===== src/rtl/id_stage.sv =====
// Instruction-decode stage: register-file read with write-through bypass, immediate
// extension, load-use stall detection, and a registered ID->EX bundle.
module id_stage #(
    parameter int NREGS = 32,
    parameter int XLEN  = 32
) (
    input  logic            clk,
    input  logic            rst,
    input  logic            if_valid,
    output logic            if_ready,
    input  logic [31:0]     if_instr,
    input  logic [XLEN-1:0] if_pc4,
    input  logic            flush,
    input  logic            wb_we,
    input  logic [4:0]      wb_addr,
    input  logic [XLEN-1:0] wb_data,
    output logic            ex_valid,
    output logic [5:0]      op,
    output logic [XLEN-1:0] rs,
    output logic [XLEN-1:0] rt,
    output logic [XLEN-1:0] imm,
    output logic [XLEN-1:0] pc4_out_2_ex,
    output logic [XLEN-1:0] i_data_2_ex,
    output logic [4:0]      dst,
    output logic            wb_en,
    output logic            mem_rd,
    output logic            mem_wr,
    output logic            illegal_op
);

    typedef enum logic [5:0] {
        OP_ADD = 6'd0,  OP_ADDI = 6'd1,  OP_SUB = 6'd2,  OP_SUBI = 6'd3,
        OP_MUL = 6'd4,  OP_MULI = 6'd5,  OP_OR  = 6'd6,  OP_ORI  = 6'd7,
        OP_AND = 6'd8,  OP_ANDI = 6'd9,  OP_XOR = 6'd10, OP_XORI = 6'd11,
        OP_LDW = 6'd12, OP_STW  = 6'd13, OP_BZ  = 6'd14, OP_BEQ  = 6'd15,
        OP_JR  = 6'd16
    } opcode_t;

    logic [5:0]      dec_op;
    logic [4:0]      rs_idx;
    logic [4:0]      rt_idx;
    logic [4:0]      rd_idx;
    logic            legal;
    logic [4:0]      dec_dst;
    logic            uses_rs;
    logic            uses_rt;
    logic            stall;
    logic            accept;
    logic            issue;
    logic [XLEN-1:0] rs_val;
    logic [XLEN-1:0] rt_val;
    logic [XLEN-1:0] imm_ext;
    logic [XLEN-1:0] regs [NREGS];

    assign dec_op  = if_instr[31:26];
    assign rs_idx  = if_instr[25:21];
    assign rt_idx  = if_instr[20:16];
    assign rd_idx  = if_instr[15:11];
    assign legal   = (dec_op <= OP_JR);
    assign imm_ext = {{(XLEN-16){if_instr[15]}}, if_instr[15:0]};

    // NOTE: every variable written in always_comb gets a default first, so no path can infer a latch.
    always_comb begin
        dec_dst = '0;
        uses_rs = legal;
        uses_rt = 1'b0;
        case (opcode_t'(dec_op))
            OP_ADD, OP_SUB, OP_MUL, OP_OR, OP_AND, OP_XOR: begin
                dec_dst = rd_idx;
                uses_rt = 1'b1;
            end
            OP_ADDI, OP_SUBI, OP_MULI, OP_ORI, OP_ANDI, OP_XORI, OP_LDW:
                dec_dst = rt_idx;
            OP_STW, OP_BEQ:
                uses_rt = 1'b1;
            default: ;
        endcase
    end

    function automatic logic [XLEN-1:0] read_reg(input logic [4:0] idx);
        if (idx == 5'd0)
            return '0;
        else if (wb_we && wb_addr == idx)
            return wb_data;
        else
            return regs[idx];
    endfunction

    assign rs_val = read_reg(rs_idx);
    assign rt_val = read_reg(rt_idx);

    // A load in EX cannot forward in time; hold the dependent instruction for one bubble.
    assign stall = ex_valid && mem_rd && (dst != 5'd0) &&
                   ((uses_rs && dst == rs_idx) || (uses_rt && dst == rt_idx));

    assign if_ready = !rst && !stall;
    assign accept   = if_valid && if_ready && !flush;
    assign issue    = accept && legal;

    // NOTE: the register file is deliberately reset because its cleared state is architectural;
    // sequential state is always assigned with <= so every flop samples pre-edge values.
    always_ff @(posedge clk) begin
        if (rst) begin
            for (int i = 0; i < NREGS; i++) regs[i] <= '0;
        end else if (wb_we && wb_addr != 5'd0) begin
            regs[wb_addr] <= wb_data;
        end
    end

    always_ff @(posedge clk) begin
        if (rst) begin
            ex_valid     <= 1'b0;
            wb_en        <= 1'b0;
            mem_rd       <= 1'b0;
            mem_wr       <= 1'b0;
            illegal_op   <= 1'b0;
            op           <= '0;
            rs           <= '0;
            rt           <= '0;
            imm          <= '0;
            pc4_out_2_ex <= '0;
            i_data_2_ex  <= '0;
            dst          <= '0;
        end else begin
            ex_valid   <= issue;
            wb_en      <= issue && (dec_dst != 5'd0);
            mem_rd     <= issue && (dec_op == OP_LDW);
            mem_wr     <= issue && (dec_op == OP_STW);
            illegal_op <= accept && !legal;
            // Data fields only move with a real issue; bubbles leave them untouched.
            if (issue) begin
                op           <= dec_op;
                rs           <= rs_val;
                rt           <= rt_val;
                imm          <= imm_ext;
                pc4_out_2_ex <= if_pc4;
                i_data_2_ex  <= {imm_ext[XLEN-3:0], 2'b00};
                dst          <= dec_dst;
            end
        end
    end

endmodule

===== config.mk =====
export PLATFORM = sky130hd
export DESIGN_NAME = id_stage
export DESIGN_NICKNAME = d
export VERILOG_FILES = /design/src/rtl/id_stage.sv
export SDC_FILE = /design/constraint.sdc
export NUM_CORES = 2
export LEC_CHECK = 0
export CAP_MARGIN = 20
export CORE_ASPECT_RATIO = 1.75
export CORE_UTILIZATION = 60
export CTS_CLUSTER_DIAMETER = 30
export DETAILED_ROUTE_END_ITERATION = 8
export GPL_TIMING_DRIVEN = 0
export HOLD_SLACK_MARGIN = 0.02
export PLACE_DENSITY = 0.79
export SYNTH_ARGS = -nofsm -noshare
export SYNTH_HDL_FRONTEND = slang
export SYNTH_SLANG_ARGS = --single-unit

===== constraint.sdc =====
create_clock -name clk -period 2.8 [get_ports clk]
set_clock_uncertainty 0.05 [all_clocks]
set_input_delay 0.28 -clock clk [delete_from_list [all_inputs] [get_ports clk]]
set_output_delay 0.28 -clock clk [all_outputs]
set_load 0.03 [all_outputs]

==> results_dict.tcl <==
set metrics [dict create \
    nets 5275 \
    synth_area_um2 61200 \
    layout_common_cells "edfxtp_1, and2_1, mux2_2" \
    postLayoutCoreUtil 0.710 \
    die_w_um 243 \
    power.leakage_nw 24.7 \
    gr-total-overflow 0 \
    cts_htree_levels 4 \
    status "finished with violations" \
    fin_ws_ns -0.522 \
    pwr_density_cell_nw_per_um2 633 \
    antenna_found_initial 13 \
    drc 0 \
    clockRootBuffer "clkbuf_16" \
    insertion_delay_ns 0.80 \
    rsz0062_at_grt "true" \
    finalPower_mw 45.4 \
    clk_pin_slew_worst_paths_ns 0.05 \
    cap_violations 0 \
    worst-setup-path-type "in -> reg" \
    place_congestion 1.05 \
    grt_use_total 0.423 \
    cp_slowest_cell "clkdlybuf4s50_1" \
    ys_ff_latch 1152 \
    first_iter_violations 5213 \
    dp.final_hpwl_mm 166 \
    synthCells 4677 \
    ys_seq_area_frac 0.544 \
    slowest_delay_ns 0.82 \
    drive_above_1_share 0.249 \
    grt_first_pass_wirelength_mm 306 \
    layout_min_cycle_time_ns 3.32 \
    drtPass1Iterations 8 \
    cp-start-kind "input pin" \
    violations "negative setup slack" \
    grt_pass1_vias 45400 \
    rows 154 \
    cts_buffers 147 \
    cp_data_required_time_ns 3.17 \
    io_pins 283 \
    setup_violations 1848 \
    ant_nets 0 \
    cp_max_fo 32 \
    critical_path_arrival_ns 3.69 \
    hold_violations 0 \
    final_common_cell "edfxtp_1" \
    hp-class "in -> reg" \
    design.core.area_um2 101000 \
    synth_edf_count 1024 \
    final_max_slew_viol_count 0 \
    avgSynthCellArea_um2 13.1 \
    numClockSinks 1152 \
    crit_chain "clkdlybuf4s50_1 -> nor2b_1 -> nand3_1 -> nor2_2 -> or2_4" \
    ys_async_sr_fraction 0 \
    slew-limit-headroom 0.139 \
    wirelength_mm 218 \
    instances_no_fill 6620 \
    avgViaCountPerCell 6.73 \
    timing.fmax_ghz 0.301 \
    port_buffers 267 \
    dieHeight_um 425 \
    area_delta_synth_final_pct 17.2 \
    critPathCaptureType "flop" \
    clock_path_buffers 3 \
    vias 44600 \
    dpl.cell_count 6308 \
    ys_types 51 \
    floorplan.initialDensity 0.606 \
    ys.flop_type "edfxtp_1" \
    wire_per_inst_um 32.9 \
    synth-warning-count 0 \
    fin_crit_sh 1.19 \
    cts_tree "built" \
    grt_max_degree 34 \
    worst_pin_slew_ns 1.29 \
    ir_worst_vdd_uv 548 \
    dieArea_um2 103000 \
]
metal layers:
layer	global-route usage	wire length [µm]	vias to the layer above
li1	-	-	18600
met1	0.435	67400	22000
met2	0.713	106000	3051
met3	0.104	20800	951
met4	0.381	23500	12
met5	0.00233	85	-
critical path, delay by kind of cell:
| family | cells | cell delay, ns |
|---|---|---|
| buf+inv | 1 | 0.82 |
| simple gates | 4 | 2.54 |
sequential cells by signal (all words and copies together) (netlist names):
signal / count
regs: 1024
pc4_out_2_ex: 32
rs: 32
rt: 32
imm: 16
op: 6
dst: 5
ex_valid: 1
illegal_op: 1
mem_rd: 1
mem_wr: 1
wb_en: 1
layout make-up:
| cell class | instances | area, µm² |
|---|---|---|
| Inverter | 3 | 11.3 |
| Fill cell | 6914 | 29300 |
| Multi-Input combinational cell | 3010 | 25800 |
| Antenna cell | 7 | 17.5 |
| Sequential cell | 1152 | 33300 |
| Clock inverter | 91 | 1160 |
| Clock buffer | 176 | 4000 |
| Buffer | 544 | 2550 |
| Timing Repair Buffer | 311 | 3200 |
| Tap cell | 1326 | 1660 |
synthesized netlist by cell type, types with 5 or more instances:
cell	n	share of area
nand3_1	57	0.0047
xor2_1	8	0.0011
buf_4	51	0.0063
buf_1	41	0.0025
a22oi_1	69	0.0085
a221oi_1	34	0.0049
a221o_1	31	0.0051
or2_2	33	0.0034
mux4_1	6	0.0026
buf_2	64	0.0052
and2_1	993	0.10
clkbuf_1	375	0.023
nand4_1	67	0.0068
dfxtp_1	128	0.042
edfxtp_1	1024	0.50
a221oi_2	29	0.0071
a21oi_1	62	0.0051
nor3_1	9	0.00074
a211oi_1	7	0.00086
o211ai_2	30	0.0061
o22ai_1	258	0.026
xnor2_1	13	0.0019
nor4_1	8	0.00082
nand2_1	44	0.0027
mux4_2	246	0.091
buf_6	11	0.0020
a22o_1	31	0.0044
o211ai_1	34	0.0042
nand3b_1	5	0.00061
mux2_2	518	0.095
nor2b_1	71	0.0073
nor2_1	169	0.010
o21ai_0	119	0.0097
worst paths after layout:
kind / depth (start not counted) / to / slack, ns / startpoint
setup / recovery: 5 / regs[23][15] / -0.52 / rst
hold reg to reg: 1 / op[5] / 0.43 / op[5]
setup reg to reg: 10 / rs[19] / 0.08 / dst[1]
hold / removal: 3 / pc4_out_2_ex[7] / 0.04 / if_pc4[7]
kinds of logic (layout without fill, tap and decap cells):
logic type,after synthesis,count (layout),synth area share
flip-flops,1152,1152,0.544
AND/OR/NAND/NOR,1475,1476,0.141
other,1,41,0.0000613
buffers and inverters,549,1125,0.0404
multiplexers,771,771,0.189
XOR/XNOR,21,21,0.00300
AO/OA/AOI/OAI,708,708,0.0827
stage by stage:
step	instance area, µm²	hold WS [ns]	setup TNS, ns	setup WS [ns]
after global routing	71700	0.0469	-185.59	-0.314
after detailed placement	65800	0.416	-1526.86	-1.74
after global placement	65700	0.409	-1523.33	-1.73
after CTS	71400	0.0200	-0.775	-0.143
final	71700	0.0447	-419.53	-0.522
after floorplan	61300	0.307	0	0.433
power breakdown:
group	total [mW]	switching (mW)	leakage (nW)	internal [mW]
combinational	5.15	3.08	11.4	2.06
clock	20.2	7.96	2.51	12.2
sequential	20.0	0.466	10.8	19.6
timing repair:
action	in CTS	in global routing
gates resized for setup	92	64
hold buffers	24	2
buffers inserted	3	3
gates cloned	0	1
endpoints found under the setup margin	1029	731
pin swaps	5	5
endpoints found under the hold margin	24	1
Power figures use the tool's default switching activity.
